--- src/rtl/comma_aligner_mopshub.sv ---
// Word aligner ahead of the 8b/10b decoder: shifts in serial bits, hunts for the K28.5
// comma in either disparity, locks the word boundary and emits aligned 10-bit code groups.
module comma_aligner_mopshub #(
    parameter logic [9:0] COMMA_N       = 10'b0011111010,
    parameter logic [9:0] COMMA_P       = 10'b1100000101,
    parameter int         LOCK_CNT      = 3,
    parameter int         LOS_CNT       = 2,
    parameter int         TIMEOUT_WORDS = 1023
) (
    input  logic       clk,
    input  logic       rst,
    input  logic       bit_in,
    input  logic       bit_valid,
    output logic [9:0] dataout,
    output logic       dataout_valid,
    output logic       comma_o,
    output logic       locked,
    output logic       realign
);

    typedef enum logic [1:0] {
        HUNT   = 2'd0,
        VERIFY = 2'd1,
        LOCKED = 2'd2
    } state_t;

    localparam int              TO_W     = (TIMEOUT_WORDS > 0) ? $clog2(TIMEOUT_WORDS + 1) : 1;
    localparam logic [3:0]      LOCK_MAX = 4'(LOCK_CNT);
    localparam logic [3:0]      LOS_MAX  = 4'(LOS_CNT);
    localparam logic [TO_W-1:0] TO_MAX   = TO_W'(TIMEOUT_WORDS);
    localparam bit              TO_EN    = (TIMEOUT_WORDS != 0);

    state_t          state_r;
    logic [8:0]      sr_r;
    logic [3:0]      phase_r;
    logic [3:0]      good_r;
    logic [3:0]      miss_r;
    logic [TO_W-1:0] to_r;

    logic [9:0]      win_next_s;
    logic            match_s;
    logic            boundary_s;
    logic [3:0]      phase_inc_s;
    logic [3:0]      good_inc_s;
    logic [3:0]      miss_inc_s;
    logic [TO_W-1:0] to_inc_s;

    // Window as it will look after this strobe, plus next-value helpers for the counters.
    always_comb begin
        win_next_s  = {sr_r, bit_in};
        match_s     = (win_next_s == COMMA_N) || (win_next_s == COMMA_P);
        boundary_s  = bit_valid && (phase_r == 4'd9);
        phase_inc_s = (phase_r == 4'd9) ? 4'd0 : (phase_r + 4'd1);
        good_inc_s  = good_r + 4'd1;
        miss_inc_s  = miss_r + 4'd1;
        to_inc_s    = to_r + 1'b1;
    end

    // Alignment FSM with registered word outputs; pulses default low every cycle.
    always_ff @(posedge clk or negedge rst) begin
        if (!rst) begin
            state_r       <= HUNT;
            sr_r          <= 9'd0;
            phase_r       <= 4'd0;
            good_r        <= 4'd0;
            miss_r        <= 4'd0;
            to_r          <= '0;
            dataout       <= 10'd0;
            dataout_valid <= 1'b0;
            comma_o       <= 1'b0;
            locked        <= 1'b0;
            realign       <= 1'b0;
        end else begin
            dataout       <= 10'd0;
            dataout_valid <= 1'b0;
            comma_o       <= 1'b0;
            realign       <= 1'b0;
            if (bit_valid) begin
                sr_r    <= win_next_s[8:0];
                phase_r <= phase_inc_s;
                case (state_r)
                    HUNT: begin
                        if (match_s) begin
                            phase_r       <= 4'd0;
                            good_r        <= 4'd1;
                            miss_r        <= 4'd0;
                            to_r          <= '0;
                            realign       <= 1'b1;
                            dataout       <= win_next_s;
                            dataout_valid <= 1'b1;
                            comma_o       <= 1'b1;
                            state_r       <= (LOCK_MAX == 4'd1) ? LOCKED : VERIFY;
                            locked        <= (LOCK_MAX == 4'd1);
                        end else begin
                            state_r <= HUNT;
                        end
                    end
                    VERIFY: begin
                        if (boundary_s) begin
                            dataout       <= win_next_s;
                            dataout_valid <= 1'b1;
                            comma_o       <= match_s;
                            if (match_s) begin
                                good_r <= good_inc_s;
                                if (good_inc_s == LOCK_MAX) begin
                                    state_r <= LOCKED;
                                    locked  <= 1'b1;
                                    miss_r  <= 4'd0;
                                    to_r    <= '0;
                                end else begin
                                    state_r <= VERIFY;
                                end
                            end else begin
                                state_r <= VERIFY;
                            end
                        end else if (match_s) begin
                            // Comma off the tentative boundary: restart verification here.
                            phase_r       <= 4'd0;
                            good_r        <= 4'd1;
                            realign       <= 1'b1;
                            dataout       <= win_next_s;
                            dataout_valid <= 1'b1;
                            comma_o       <= 1'b1;
                        end else begin
                            state_r <= VERIFY;
                        end
                    end
                    LOCKED: begin
                        if (boundary_s) begin
                            dataout       <= win_next_s;
                            dataout_valid <= 1'b1;
                            comma_o       <= match_s;
                            if (match_s) begin
                                miss_r <= 4'd0;
                                to_r   <= '0;
                            end else if (TO_EN && (to_inc_s == TO_MAX)) begin
                                state_r <= HUNT;
                                locked  <= 1'b0;
                                good_r  <= 4'd0;
                                miss_r  <= 4'd0;
                                to_r    <= '0;
                            end else begin
                                to_r <= to_inc_s;
                            end
                        end else if (match_s) begin
                            if (miss_inc_s == LOS_MAX) begin
                                state_r <= HUNT;
                                locked  <= 1'b0;
                                good_r  <= 4'd0;
                                miss_r  <= 4'd0;
                                to_r    <= '0;
                            end else begin
                                miss_r <= miss_inc_s;
                            end
                        end else begin
                            state_r <= LOCKED;
                        end
                    end
                    default: begin
                        state_r <= HUNT;
                        locked  <= 1'b0;
                    end
                endcase
            end else begin
                state_r <= state_r;
            end
        end
    end

endmodule
--- config.mk ---
export PLATFORM = sky130hd
export DESIGN_NAME = comma_aligner_mopshub
export DESIGN_NICKNAME = d
export VERILOG_FILES = /design/src/rtl/comma_aligner_mopshub.sv
export SDC_FILE = /design/constraint.sdc
export NUM_CORES = 1
export LEC_CHECK = 0
export CAP_MARGIN = 20
export CORE_MARGIN = 3
export CORE_UTILIZATION = 35
export CTS_BUF_LIST = sky130_fd_sc_hd__clkbuf_8 sky130_fd_sc_hd__clkbuf_16
export DETAILED_ROUTE_END_ITERATION = 8
export GPL_TIMING_DRIVEN = 0
export PLACE_DENSITY_LB_ADDON = 0.05
export REMOVE_ABC_BUFFERS = 1
export SETUP_SLACK_MARGIN = 0.02
export SLEW_MARGIN = 10
export SYNTH_ARGS = -nofsm -noshare
export SYNTH_HDL_FRONTEND = slang
export SYNTH_SLANG_ARGS = --single-unit
--- constraint.sdc ---
create_clock -name clk -period 2.8 [get_ports clk]
set_input_delay 0.42 -clock clk [delete_from_list [all_inputs] [get_ports clk]]
set_output_delay 0.42 -clock clk [all_outputs]
set_load 0.02 [all_outputs]
After elaboration in Yosys (flattened, before gate mapping)

Cells that the tools add are included.

Reductions and logical operators: 9
Equal/unequal tests: 20
$add $sub $neg: 4
Muxes and demuxes: 70

Operators with widths:

| cell                  | count |
|---|---|
| $mux 10               | 13 |
| $mux 4                | 19 |
| $pmux 10 s3           | 2 |
| $ne 3x3->1 const B    | 8 |
| $pmux 4 s3            | 2 |
| $eq 10x10->1 const B  | 2 |
| $mux 1                | 19 |
| $mux 2                | 9 |
| $reduce_and 8->1      | 2 |
| $add 4x1->4 const B   | 3 |
| $add 10x1->10 const B | 1 |
| $eq 10x8->1 const B   | 1 |
| $pmux 1 s3            | 3 |
| $reduce_and 9->1      | 1 |
| $eq 4x2->1 const B    | 2 |
| $ne 2x2->1 const B    | 4 |
| $pmux 4 s2            | 1 |
| $reduce_and 7->1      | 1 |
| $pmux 2 s3            | 1 |
| $reduce_and 5->1      | 1 |
| $eq 4x4->1 const B    | 1 |
| $reduce_bool 3->1     | 1 |
| $eq 2x1->1 const B    | 1 |
| $eq 2x2->1 const B    | 1 |
| other kinds (4)       | 4 |

Flip-flop bits (word level): 47
Bits of input ports: 4
Output and inout bits: 14

Logic depth before layout (Yosys ltp)

Gate-level depths: netlist of the first run.

Word-level depth: 6
Mapped depth: 9

Worst setup path before layout of the first run

OpenSTA, ideal clock, no wires.

Kind: flip-flop to flip-flop
Start point: reg to_r[0]
End point: reg miss_r[3]
Buffers on the path: 0
Path slack: 0.429 ns
Data arrival time: 2.268 ns
Setup time: 0.104 ns
Stages on the path, launching flop included: 8
Cell sequence: dfrtp_1 ha_1 or2b_1 a21o_1 or4_1 a32o_2 or2_4 o41ai_2

Cells in the longest elaborated chain, start to end: 4

RTL lines:

| item                       | RTL line | RTL |
|---|---|---|
| start: declaration         | 38       | `logic [TO_W-1:0] to_r;` |
| start signal: assignment   | 143      | `to_r <= to_inc_s;` |
| $add 10x1->10              | 56       | `to_inc_s = to_r + 1'b1;` |
| $eq 10x10->1               | 136      | `end else if (TO_EN && (to_inc_s == TO_MAX)) begin` |
| $ne 3x3->1 (no line)       | n/a      |  |
| $reduce_and 8->1 (no line) | n/a      |  |
| end signal: assignment     | 153      | `miss_r <= miss_inc_s;` |
| end: declaration           | 37       | `logic [3:0] miss_r;` |

No other way between the ends.
A chain may end at the register's enable or synchronous reset.

Worst setup path in the final report of the first run

Start point: in bit_in
End point: reg to_r[1]

Cells in the longest elaborated chain, start to end: 5

RTL lines:

| item                                               | RTL line | RTL |
|---|---|---|
| start: declaration                                 | 12       | `input logic bit_in,` |
| $eq 10x8->1 / $eq 10x10->1 (equally long branches) | 51       | `match_s = (win_next_s == COMMA_N) \|\| (win_next_s == COMMA_P);` |
| $logic_or 1x1->1 (*)                               | 51       |  |
| $mux 10                                            | 133      | `if (match_s) begin` |
| $mux 10                                            | 129      | `if (boundary_s) begin` |
| $pmux 10 s3                                        | 81       | `case (state_r)` |

Mark *: on every way between the ends. The rest lies on a longest branch, timed or not.

==> results of run 1 <==
placed cells by master, fill, tap and decap left out, types with 3 or more instances in the layout:
cell	synthesis	layout
dfrtp_1	47	47
inv_1	16	16
clkdlybuf4s50_1	0	15
nor2_1	15	14
nand2_1	12	12
mux2_2	12	12
o21ai_0	11	10
a21oi_1	11	10
ha_1	10	10
and2_1	9	9
o2111ai_1	9	9
nand3_1	8	8
nand2b_1	6	6
a31oi_1	6	6
and3_1	6	6
clkbuf_8	0	6
nor4_1	5	5
nor3_1	5	5
o211ai_1	4	4
nand4_1	4	4
a21o_1	4	4
a32o_1	4	4
o2bb2ai_1	4	4
o31ai_1	4	4
o22ai_1	4	4
a211oi_1	3	3
metrics by stage:
stage	worst slack, ns	hold WS [ns]	instance area (sq um)
final	0.199	0.0358	3010
after global routing	0.0205	0.0483	3010
after CTS	0.0470	0.0445	3000
after detailed placement	-1.25	0.382	2890
after global placement	-1.65	0.520	2870
after floorplan	0.265	0.124	2580
layout make-up:
class	count	area (sq um)
multi-input combinational	189	1360
tap	96	120
inverter	16	60.1
fill	700	4010
timing repair buffer	19	191
clock buffer	6	82.6
sequential	47	1180
clock inverter	2	16.3
layer usage:
metal | vias to the layer above | wire length, um
met5 | - | 0
met4 | 0 | 55
met2 | 38 | 2780
li1 | 1031 | -
met1 | 1049 | 2820
met3 | 4 | 188
power breakdown:
group / leakage (nW) / total, mW / switching (mW) / internal [mW]
clock network: 0.0474 / 0.448 / 0.246 / 0.202
logic: 0.593 / 0.630 / 0.389 / 0.241
registers: 0.622 / 0.880 / 0.107 / 0.772
total: 1.26 / 1.96 / 0.743 / 1.22
critical path: cells and delay by family:
family                 cells  cell delay [ns]
and+or+nand+nor            3             0.94
AOI/OAI and AO/OA          2             0.57
buffers and inverters      1             0.50
muxes                      1             0.36
logic make-up (layout without fill, tap and decap cells):
| logic type | Yosys count | count (layout) |
|---|---|---|
| and+or+nand+nor | 88 | 88 |
| adders and majority gates | 10 | 10 |
| buffers and inverters | 25 | 43 |
| DFF | 47 | 47 |
| xor gates and xnor gates | 2 | 2 |
| AOI/OAI and AO/OA | 76 | 76 |
| muxes | 13 | 13 |
how the worst max path moves through the flow:
stage | endpoint | slack, ns | cells past startpoint
after floorplan | to_r[1]$_DFFE_PN0P_ | 0.27 | 6
final | to_r[1]$_DFFE_PN0P_ | 0.20 | 7
after global placement | to_r[1]$_DFFE_PN0P_ | -1.65 | 7
after CTS | to_r[1]$_DFFE_PN0P_ | 0.05 | 7
after detailed placement | to_r[1]$_DFFE_PN0P_ | -1.25 | 7
after global routing | to_r[1]$_DFFE_PN0P_ | 0.02 | 7
what timing repair did:
action / 4_1_cts / 5_1_grt
pin swaps: 0 / 0
endpoints found under the setup margin: 30 / 3
gates resized for setup: 7 / 1
state kept, by name (all words and copies together), names as in the netlist:
register       count
phase_r            4
locked             1
dataout           10
sr_r               9
miss_r             4
comma_o            1
good_r             4
dataout_valid      1
realign            1
state_r            2
to_r              10
==> run_results.csv, run 1 <==
group,metric,value,unit
setup_path,crit_chain,"clkdlybuf4s50_1 > nor4bb_1 > and4_1 > o2111ai_1 > o21ai_2 > and3_1 > mux2_2",
clock_network,cts.clk_slew.worst_paths,0.09,ns
cells_and_area,nNetsFinal,292,
clock_network,holdBufCountCts,0,
drt,num_vias,2122,
global_route,grt.total_usage,14.3,%
logic_synthesis,yosys.area_share.simple,19.2,%
setup_path,critPathMaxStageDelay,0.50,ns
global_route,grt_max_degree,33,
logic_synthesis,synth_mux_area_share,5.54,%
clock_network,tritoncts,"built",
sta,tightest_slew,0.767,ns
floorplan,die_w,92.5,um
floorplan,start_util,37.3,%
setup_path,timing_worst_setup_path_type,"input pin to flop",
drt,drtIter0Drc,109,
logic_synthesis,synthCells,261,
setup_path,rr_worst_depth,6,
sta,finalMaxSlewViolations,0,
logic_synthesis,synth_ff_type,"dfrtp_1",
drt,wl_per_cell,15.6,um
global_route,met1_usage,19.7,%
sta,period_share,92.9,%
drt,drt-total-wl,5840,um
floorplan,die_area,8560,sq um
logic_synthesis,netlist_area,2620,sq um
logic_synthesis,ys_seq_area_share,44.9,%
global_route,grt_pass1_vias,1995,
setup_path,worstPathRequired,2.99,ns
setup_path,worst_setup_path_start_kind,"input pin",
setup_path,cpMaxStageDelayCell,"clkdlybuf4s50_1",
logic_synthesis,synthTopCellsByArea,"dfrtp_1, mux2_2, ha_1, o2111ai_1, inv_1",
clock_network,cts_setup_buffers,0,
logic_synthesis,synth_edf_count,0,
sta,slew_headroom,48.6,%
place,gp_congestion,0.768,
global_route,use_met2,22.7,%
logic_synthesis,synth_compound_area_share,21.2,%
logic_synthesis,synth_top_area_cell,"dfrtp_1",
logic_synthesis,syn_area_per_cell,10.0,sq um
global_route,overflow,0,
floorplan,fp-row-count,30,
place,dp.cells,367,
drt,antenna_left,0,
drt,via_per_inst,5.66,
place,io_buffers,17,
floorplan,coreArea,7020,sq um
logic_synthesis,synthAdderAreaFrac,4.78,%
power,power.leakage,1.26,nW
drt,dr.pass1.iters,4,
logic_synthesis,synth_common_cells,"dfrtp_1, inv_1, nor2_1, mux2_2, nand2_1",
sta,fin_crit,2.60,ns
sta,fin_setup_tns,0,ns
logic_synthesis,synth_warnings,0,
sta,final-hold-violation-count,0,
drt,drc,0,
global_route,antenna_found_initial,0,
power,power,1.96,mW
power,power.density,651,nW/um^2
power,max-vdd-ir-drop,0.373,mV
logic_synthesis,netlist.area_leader.share,44.9,%
clock_network,htree_num_levels,2,
global_route,gr-usage-met3,2.76,%
clock_network,insertion_delay,0.30,ns
cells_and_area,area_delta_synth_final,14.8,%
logic_synthesis,synthArstFlopShare,100,%
logic_synthesis,yosysMostFrequentCell,"dfrtp_1",
cells_and_area,antenna_cells,0,
setup_path,reg2reg_from,"state_r[1]$_DFFE_PN0P_",
cells_and_area,postLayoutCoreUtil,42.8,%
sta,rsz0062_at_grt,"no",
setup_path,arrival,2.80,ns
cells_and_area,fin_cells,375,
status,outcome,"complete, no violations",
logic_synthesis,synth_top_family_by_area,"compound AO/OA/AOI/OAI gates",
clock_network,clock-sinks,47,
floorplan,ioPinCount,18,
logic_synthesis,synth.distinct_cells,54,
clock_network,cts_made_buffers,5,
flow_run,maxCapViolations,0,
setup_path,worst_setup_path_end_kind,"flop",
cells_and_area,drive_gt1_share,13.3,%
hold_path,min-delay-path-class,"input pin to async pin",
setup_path,r2r_slack,0.25,ns
logic_synthesis,ys_ff_latch,47,
setup_path,crit_path_start,"bit_in",
sta,fmax,385,MHz
sta,setup_viol,0,
setup_path,r2r-end,"to_r[1]$_DFFE_PN0P_",
global_route,busiest_layer,"met2",
clock_network,clock_path_buffers,2,
global_route,grt_pass1_wl,9850,um
logic_synthesis,synth_xor_area_share,0.669,%
floorplan,die_h,92.5,um
sta,skew,0.00456,ns
setup_path,crit_fanout,7,
place,dp_hpwl,4220,um
clock_network,root_buffer,"clkbuf_8",
No activity file was read; power rests on OpenSTA's default activity.
==> inputs of run 2 (changes only) <==
- PLACE_DENSITY: not set -> 0.61
- PLACE_DENSITY_LB_ADDON: 0.05 -> not set
==> run_results.csv, run 2 (synthesized netlist as in run 1, its figures left out) <==
group,metric,value,unit
clock_network,holdBufCountCts,0,
floorplan,fp-row-count,30,
power,clockPowerShare,25.4,%
drt,wl_per_cell,14.6,um
clock_network,insertion_delay,0.30,ns
sta,finalMaxSlewViolations,0,
cells_and_area,layout_commonest_cell,"dfrtp_1",
cells_and_area,antenna_cells,0,
place,io_buffers,17,
drt,num_vias,2092,
power,power.density,668,nW/um^2
cells_and_area,top_regs,"dataout (10), to_r (10), sr_r (9)",
drt,drtIter0Drc,200,
floorplan,die_h,92.5,um
clock_network,clock_path_buffers,2,
sta,fmax,387,MHz
clock_network,tritoncts,"built",
place,dp.cells,367,
cells_and_area,postLayoutCoreUtil,43.1,%
setup_path,worstPathRequired,3.00,ns
floorplan,start_util,37.3,%
global_route,grt_max_degree,34,
sta,slew_headroom,51.1,%
sta,fin_setup_tns,0,ns
sta,fin_crit,2.59,ns
cells_and_area,fin_cells,375,
power,seqPwrFrac,44.0,%
cells_and_area,drive_gt1_share,13.3,%
drt,drt-total-wl,5480,um
setup_path,arrival,2.78,ns
setup_path,worst_setup_path_start_kind,"input pin",
cells_and_area,final_cell_mix,"dfrtp_1, inv_1, clkdlybuf4s50_1",
sta,rsz0062_at_grt,"no",
setup_path,crit_fanout,7,
floorplan,coreArea,7020,sq um
power,combPwrFrac,30.7,%
setup_path,reg2reg_from,"to_r[1]$_DFFE_PN0P_",
clock_network,root_buffer,"clkbuf_8",
drt,wl_met2,2470,um
setup_path,timing_worst_setup_path_type,"input pin to flop",
drt,m1WireLength,2710,um
clock_network,htree_num_levels,2,
power,switchingPower,0.740,mW
floorplan,die_w,92.5,um
global_route,overflow,0,
global_route,grt.total_usage,13.6,%
sta,period_share,92.4,%
global_route,grt_pass1_wl,9590,um
setup_path,crit_path_start,"bit_in",
floorplan,ioPinCount,18,
sta,skew,0.00291,ns
status,outcome,"complete, no violations",
power,internal_power,1.28,mW
global_route,antenna_found_initial,0,
cells_and_area,area_delta_synth_final,15.6,%
drt,antenna_left,0,
flow_run,maxCapViolations,0,
clock_network,cts_made_buffers,5,
clock_network,cts.clk_slew.worst_paths,0.09,ns
sta,setup_viol,0,
power,max-vdd-ir-drop,0.306,mV
sta,final-hold-violation-count,0,
power,power.leakage,1.28,nW
clock_network,cts_setup_buffers,0,
setup_path,worst_setup_path_end_kind,"flop",
cells_and_area,nNetsFinal,292,
setup_path,rr_worst_depth,7,
global_route,grt_pass1_vias,1983,
drt,route.met3.wl,230,um
place,dp_hpwl,4030,um
drt,dr.pass1.iters,4,
sta,whs,0.0256,ns
power,switching_share,36.6,%
drt,drc,0,
sta,tightest_slew,0.727,ns
drt,top_layer,"met4",
hold_path,min-delay-path-class,"input pin to async pin",
clock_network,clock-sinks,47,
drt,via_per_inst,5.58,
place,gp_congestion,0.808,
floorplan,die_area,8560,sq um
[run 2: stage by stage]
stage          cell area [sq um]  power [mW]  worst slack, ns
3_5_place_dp                2890        1.50           -0.991
6_report                    3030        2.02            0.213
4_1_cts                     3010        2.02           0.0650
2_1_floorplan               2580        1.32            0.265
5_1_grt                     3030        2.16           0.0586
3_3_place_gp                2870        1.48            -1.50
[run 2: power groups by stage]
stage / Sequential, mW / Combinational, mW / Clock, mW
finish: 0.889 / 0.620 / 0.513
global placement: 0.892 / 0.589 / 0
CTS: 0.885 / 0.601 / 0.532
detailed placement: 0.898 / 0.599 / 0
global route: 0.910 / 0.692 / 0.562
floorplan: 0.871 / 0.447 / 0
[run 2: cell type report]
type                    count  area [sq um]
clock buffers               5          68.8
clock inverters             3          47.5
fillers                   668          3990
inverters                  16          60.1
multi-input cells         189          1370
flip-flops and latches     47          1180
well taps                  96           120
repair buffers             19           185
[run 2: path summary, 6_finish.rpt]
path / to / slack, ns
hold / removal: state_r[0]$_DFFE_PN0P_ / 0.03
max in group asynchronous: to_r[4]$_DFFE_PN0P_ / 2.28
hold reg to reg: to_r[9]$_DFFE_PN0P_ / 0.54
setup / recovery: to_r[1]$_DFFE_PN0P_ / 0.21
min in group clk: to_r[9]$_DFFE_PN0P_ / 0.54
setup reg to reg: miss_r[2]$_DFFE_PN0P_ / 0.24
[run 2: repair_timing]
| action | CTS | global route |
|---|---|---|
| gates cloned | 0 | 0 |
| setup endpoints to repair | 16 | 9 |
| pin swaps | 0 | 0 |
| gates resized for setup | 4 | 7 |
[run 2: worst max-delay path, stage by stage]
cell	delay, ns
clkdlybuf4s50_1	0.51
nor4bb_1	0.22
and4_1	0.38
o2111ai_1	0.31
o21ai_2	0.23
and3_1	0.34
mux2_2	0.36
[run 2: routing by layer]
layer  global-route usage (%)  up-vias
li1                         -     1030
met1                     19.9     1004
met2                     20.5       52
met3                     2.76        6
met4                     3.34        0
met5                        0        -
